$ cat src/rtl/parity_tx_if.sv
// Handshake and serial-line bundle for parity_tx.
// master: the producer offering nibbles; slave: the transmitter itself.
interface parity_tx_if;
  logic [3:0] din;
  logic       valid;
  logic       ready;
  logic       tx;
  logic       busy;
  logic       done;

  modport master (
    output din,
    output valid,
    input  ready,
    input  tx,
    input  busy,
    input  done
  );

  modport slave (
    input  din,
    input  valid,
    output ready,
    output tx,
    output busy,
    output done
  );
endinterface

$ cat src/rtl/parity_tx.sv
// Serial nibble transmitter: start bit, four data bits LSB first, parity bit, stop bit.
// Defining PARITY_TX_PAR_EN adds the parallel tap outputs a, b, c, d and p.
module parity_tx #(
  parameter int unsigned CLKS_PER_BIT = 4,
  parameter int unsigned ODD          = 0
) (
  input  logic       clk,
  input  logic       rst,
  parity_tx_if.slave bus
`ifdef PARITY_TX_PAR_EN
  ,
  output logic       a,
  output logic       b,
  output logic       c,
  output logic       d,
  output logic       p
`endif
);

  typedef enum logic [2:0] {StIdle, StStart, StData, StParity, StStop} state_e;

  localparam logic [7:0] CntMax = 8'(CLKS_PER_BIT - 1);

  state_e     state_q, state_d;
  logic [7:0] cnt_q, cnt_d;
  logic [1:0] idx_q, idx_d;
  logic [3:0] data_q, data_d;
  logic       par_q, par_d;
  logic       tx_q, tx_d;
  logic       busy_q, busy_d;
  logic       done_q, done_d;
  logic       bit_end;

  always_comb begin
    state_d = state_q;
    cnt_d   = cnt_q;
    idx_d   = idx_q;
    data_d  = data_q;
    par_d   = par_q;
    bit_end = (cnt_q == CntMax);

    if (state_q == StIdle) begin
      if (bus.valid && !busy_q) begin
        state_d = StStart;
        cnt_d   = '0;
        idx_d   = '0;
        data_d  = bus.din;
        par_d   = (^bus.din) ^ ODD[0];
      end
    end else if (!bit_end) begin
      cnt_d = cnt_q + 8'd1;
    end else begin
      cnt_d = '0;
      unique case (state_q)
        StStart:  state_d = StData;
        StData: begin
          if (idx_q == 2'd3) begin
            state_d = StParity;
            idx_d   = '0;
          end else begin
            idx_d = idx_q + 2'd1;
          end
        end
        StParity: state_d = StStop;
        StStop:   state_d = StIdle;
        default:  state_d = StIdle;
      endcase
    end

    // Outputs are registered from next-state values so tx leads the state by no cycle.
    unique case (state_d)
      StStart:  tx_d = 1'b0;
      StData:   tx_d = data_d[idx_d];
      StParity: tx_d = par_d;
      default:  tx_d = 1'b1;
    endcase
    busy_d = (state_d != StIdle);
    done_d = (state_d == StStop) && (cnt_d == CntMax);
  end

  always_ff @(posedge clk) begin
    if (rst) begin
      state_q <= StIdle;
      cnt_q   <= '0;
      idx_q   <= '0;
      data_q  <= '0;
      par_q   <= 1'b0;
      tx_q    <= 1'b1;
      busy_q  <= 1'b0;
      done_q  <= 1'b0;
    end else begin
      state_q <= state_d;
      cnt_q   <= cnt_d;
      idx_q   <= idx_d;
      data_q  <= data_d;
      par_q   <= par_d;
      tx_q    <= tx_d;
      busy_q  <= busy_d;
      done_q  <= done_d;
    end
  end

  assign bus.ready = ~busy_q;
  assign bus.tx    = tx_q;
  assign bus.busy  = busy_q;
  assign bus.done  = done_q;

`ifdef PARITY_TX_PAR_EN
  assign a = data_q[3];
  assign b = data_q[2];
  assign c = data_q[1];
  assign d = data_q[0];
  assign p = par_q;
`endif

endmodule

$ cat src/flat_wrapper.sv
// flat-port wrapper written by rule: the top's interface ports become plain ports
module parity_tx_flat 
#(
  parameter int unsigned CLKS_PER_BIT = 4,
  parameter int unsigned ODD          = 0
)
  (clk, rst, bus_din, bus_valid, bus_ready, bus_tx, bus_busy, bus_done);
  parity_tx_if bus_i ();
  input  logic clk;
  input  logic rst;
  input wire logic [$bits(bus_i.din)-1:0] bus_din;
  input wire logic [$bits(bus_i.valid)-1:0] bus_valid;
  output wire logic [$bits(bus_i.ready)-1:0] bus_ready;
  output wire logic [$bits(bus_i.tx)-1:0] bus_tx;
  output wire logic [$bits(bus_i.busy)-1:0] bus_busy;
  output wire logic [$bits(bus_i.done)-1:0] bus_done;
  assign bus_i.din = bus_din;
  assign bus_i.valid = bus_valid;
  assign bus_ready = bus_i.ready;
  assign bus_tx = bus_i.tx;
  assign bus_busy = bus_i.busy;
  assign bus_done = bus_i.done;
  parity_tx #(.CLKS_PER_BIT(CLKS_PER_BIT), .ODD(ODD)) u_core (.clk(clk), .rst(rst), .bus(bus_i));
endmodule
$ cat config.mk
export PLATFORM = sky130hd
export DESIGN_NAME = parity_tx_flat
export DESIGN_NICKNAME = d
export VERILOG_FILES = /design/src/rtl/parity_tx_if.sv /design/src/rtl/parity_tx.sv /design/src/flat_wrapper.sv
export SDC_FILE = /design/constraint.sdc
export NUM_CORES = 1
export LEC_CHECK = 0
export BUFFER_PORTS_ARGS = -buffer_cell sky130_fd_sc_hd__buf_2
export CORE_UTILIZATION = 55
export CTS_CLUSTER_SIZE = 28
export DETAILED_ROUTE_END_ITERATION = 7
export HOLD_SLACK_MARGIN = 0.02
export PLACE_DENSITY = 0.76
export SYNTH_ARGS = -nofsm -noshare
export SYNTH_HDL_FRONTEND = slang
export SYNTH_SLANG_ARGS = --single-unit
$ cat constraint.sdc
create_clock -name clk -period 2.3 [get_ports clk]
set_input_delay 0.46 -clock clk [delete_from_list [all_inputs] [get_ports clk]]
set_output_delay 0.46 -clock clk [all_outputs]
set_load 0.02 [all_outputs]
==> results.md <==
Power and ir drop
- 0.000732 W — total power
- 555 nW/um^2 — pwr/cell area
- 0.513 nW — Lkg Pwr
- 0.467 mV — maximum resistive drop on vdd

Die
- 2040 um^2 — Core Area
- 2460 um^2 — total die area
- 11 — io pins
- 49.6 um — die boundary height
- 16 — Rows
- 49.6 um — Horiz. Die Dim
- 61.0% — initial core utilization

Clocking
- 0.30 ns — latest clock arrival within the worst-skew pair
- 2 — number of buffers on the longest clock path
- clkbuf_4 — CTS Root Cell
- 0 — post-CTS setup buffer count
- 3 — number of buffers created by CTS
- 21 — TritonCTS sink count
- yes — CTS tree
- 0.12 ns — CTS clock-pin slew for the worst setup and hold paths
- 1 — Max H-tree Level

Timing
- 0 — Final Setup Violations
- 473 MHz — upper clock frequency limit
- 72.4% — Slew HR
- 91.8% — portion of the clock cycle consumed by the worst path in the final layout
- 0 ns — setup TNS
- no — setup repair after global routing missed its margin
- 0 — final hold vios
- 0.408 ns — actual slew at the worst max-slew pin
- 0.000922 ns — Clock Skews
- 0.398 ns — worst hold slack after final layout
- 2.11 ns — shortest clock period the worst path allows after layout
- 0 — Pins Over Slew Limit

Layout
- 174 — final layout net count
- nand2_1, dfxtp_1, nor2_1 — commonest non-fill, non-tap cells in the layout
- 191 — Layout Cells excl Fill
- nand2_1 — most frequent standard cell in the layout excluding fill and tap cells
- 0 — Antenna Diode Count
- 6.03% — Area growth syn-to-layout
- 15.9% — share of cells above drive strength 1

GRT
- 0 — GRT Residual Overflow
- 0 — initial antenna violation count
- 1062 — via count of the first global-routing pass
- 24.8% — total routing usage reported by global routing
- 21 — maximum number of pins on one net before global-route repair
- 4.70 mm — global-route wire length before repair

Routing
- 6.13 — Avg Vias per Cell
- 14.6 um — average wire length per cell after detail routing
- 1170 — total via count in the routed design
- 2.79 mm — total detailed-routing wirelength
- 0 — antenna viol nets, final
- 4 — first-pass iteration count of the detailed router
- 45 — first-iteration detailed-routing DRC count
- 0 — DRC errors left

Synth
- 0% — fraction of registers with async set/reset
- 0 — EDFF count, synth
- dfxtp_1 — most common flop cell mapped by yosys
- 0 — total of warnings raised by yosys
- 48 — Yosys cell types
- 7.93 um^2 — Avg Inst Size Synth
- 157 — cell count after synthesis
- 33.8% — portion of the post-synthesis area used by sequential elements
- 1240 um^2 — Syn Std Cell Area
- 166 — net count after synthesis
- 21 — Yosys reg bits

Min path
- in -> reg — worst hold-check path type

Worst setup path
- 2.49 ns — data required time of the critical path
- flip-flop — kind of end point of the critical path
- flip-flop — Critical Path Source Type
- 2.31 ns — arrival time at the worst endpoint
- reg -> reg — Crit Path Class
- 7 — CP max FO

Run status
- finished, final reports clean — status

Place
- 0.951 — placer's final routability congestion estimate
- 187 — placed instance count
- 10 — count of input and output buffers
- 2.05 mm — half-perimeter wire length after detailed placement

Run
- 0 — max capacitance violation total

[state kept, by name, summed over array words and instances (netlist names)]
| name | count |
|---|---|
| u_core.idx_q | 2 |
| u_core.state_q | 3 |
| u_core.data_q | 4 |
| u_core.par_q | 1 |
| u_core.bus.tx | 1 |
| u_core.bus.done | 1 |
| u_core.cnt_q | 8 |
| u_core.bus.busy | 1 |
[repair_timing]
item                                    4_1_cts  5_1_grt
hold buffers                                  0        0
endpoints found under the setup margin        0        2
resized for setup                             0        2
[cell usage after synthesis, types with 2 or more instances]
master | n | share of area (%)
and2_1 | 2 | 1.0
nand4_1 | 2 | 1.0
and3_1 | 4 | 2.0
ha_1 | 2 | 2.0
clkbuf_1 | 3 | 0.90
nand3_1 | 5 | 2.0
xnor2_1 | 3 | 2.1
nand2_1 | 24 | 7.2
nor2_1 | 20 | 6.0
o21ai_0 | 7 | 2.8
a21oi_1 | 15 | 6.0
inv_1 | 2 | 0.60
xor2_1 | 2 | 1.4
dfxtp_1 | 21 | 34
buf_2 | 2 | 0.80
nor3_1 | 5 | 2.0
nor3b_1 | 2 | 1.2
buf_6 | 2 | 1.8
a31oi_1 | 2 | 1.0
nor2b_1 | 3 | 1.5
nand4b_1 | 2 | 1.4
[layout make-up]
| cell class | instances | area (um^2) |
|---|---|---|
| Clock buffer | 3 | 22.5 |
| Clock inverter | 1 | 5.00 |
| Fill cell | 198 | 722 |
| Inverter | 2 | 7.51 |
| Multi-Input combinational cell | 126 | 773 |
| Sequential cell | 21 | 420 |
| Tap cell | 27 | 33.8 |
| Timing Repair Buffer | 11 | 57.6 |
[stage by stage]
step                util, %  instance area (um^2)  worst slack, ns
global route           64.6                  1320          0.00986
finish                 64.6                  1320            0.188
floorplan                 -                  1240            0.373
CTS                    64.3                  1310            0.152
detailed placement     62.9                  1280            0.190
global placement       62.9                  1280            0.270
[cells by family after synthesis]
group,share of synthesized area [%]
AO/OA/AOI/OAI,20.5
buffers and inverters,4.72
AND/OR/NAND/NOR,35.5
flip-flops,33.8
adder cells (fa/ha/maj),2.01
XOR/XNOR,3.52
[final timing paths]
check        depth (start not counted)               end        startpoint  slack [ns]
max                                  7     u_core.bus.tx   u_core.cnt_q[0]        0.19
min                                  3  u_core.data_q[3]        bus_din[3]        0.40
max reg2reg                          7     u_core.bus.tx   u_core.cnt_q[0]        0.19
min reg2reg                          2  u_core.data_q[1]  u_core.data_q[1]        0.47
[routing by layer]
layer	share of wire, %	GRT usage, %
met5	0	0
met4	0	6.67
met3	6.8	4.01
met2	45	38.5
met1	48	35.1
[power breakdown]
part / switching, W / internal, W
sequential: 0.0000164 / 0.000382
combinational: 0.0000986 / 0.0000568
clock: 0.000114 / 0.0000649
total: 0.000229 / 0.000503
[worst max-delay path: stages (launching register included)]
cell and delay (ns):
dfxtp_1 0.46, ha_1 0.31, nor3b_2 0.28, nand2_1 0.16, nor4b_2 0.34, nor3_1 0.12, a22oi_1 0.22, o2111ai_2 0.11
(Power assumes the default switching activity.)
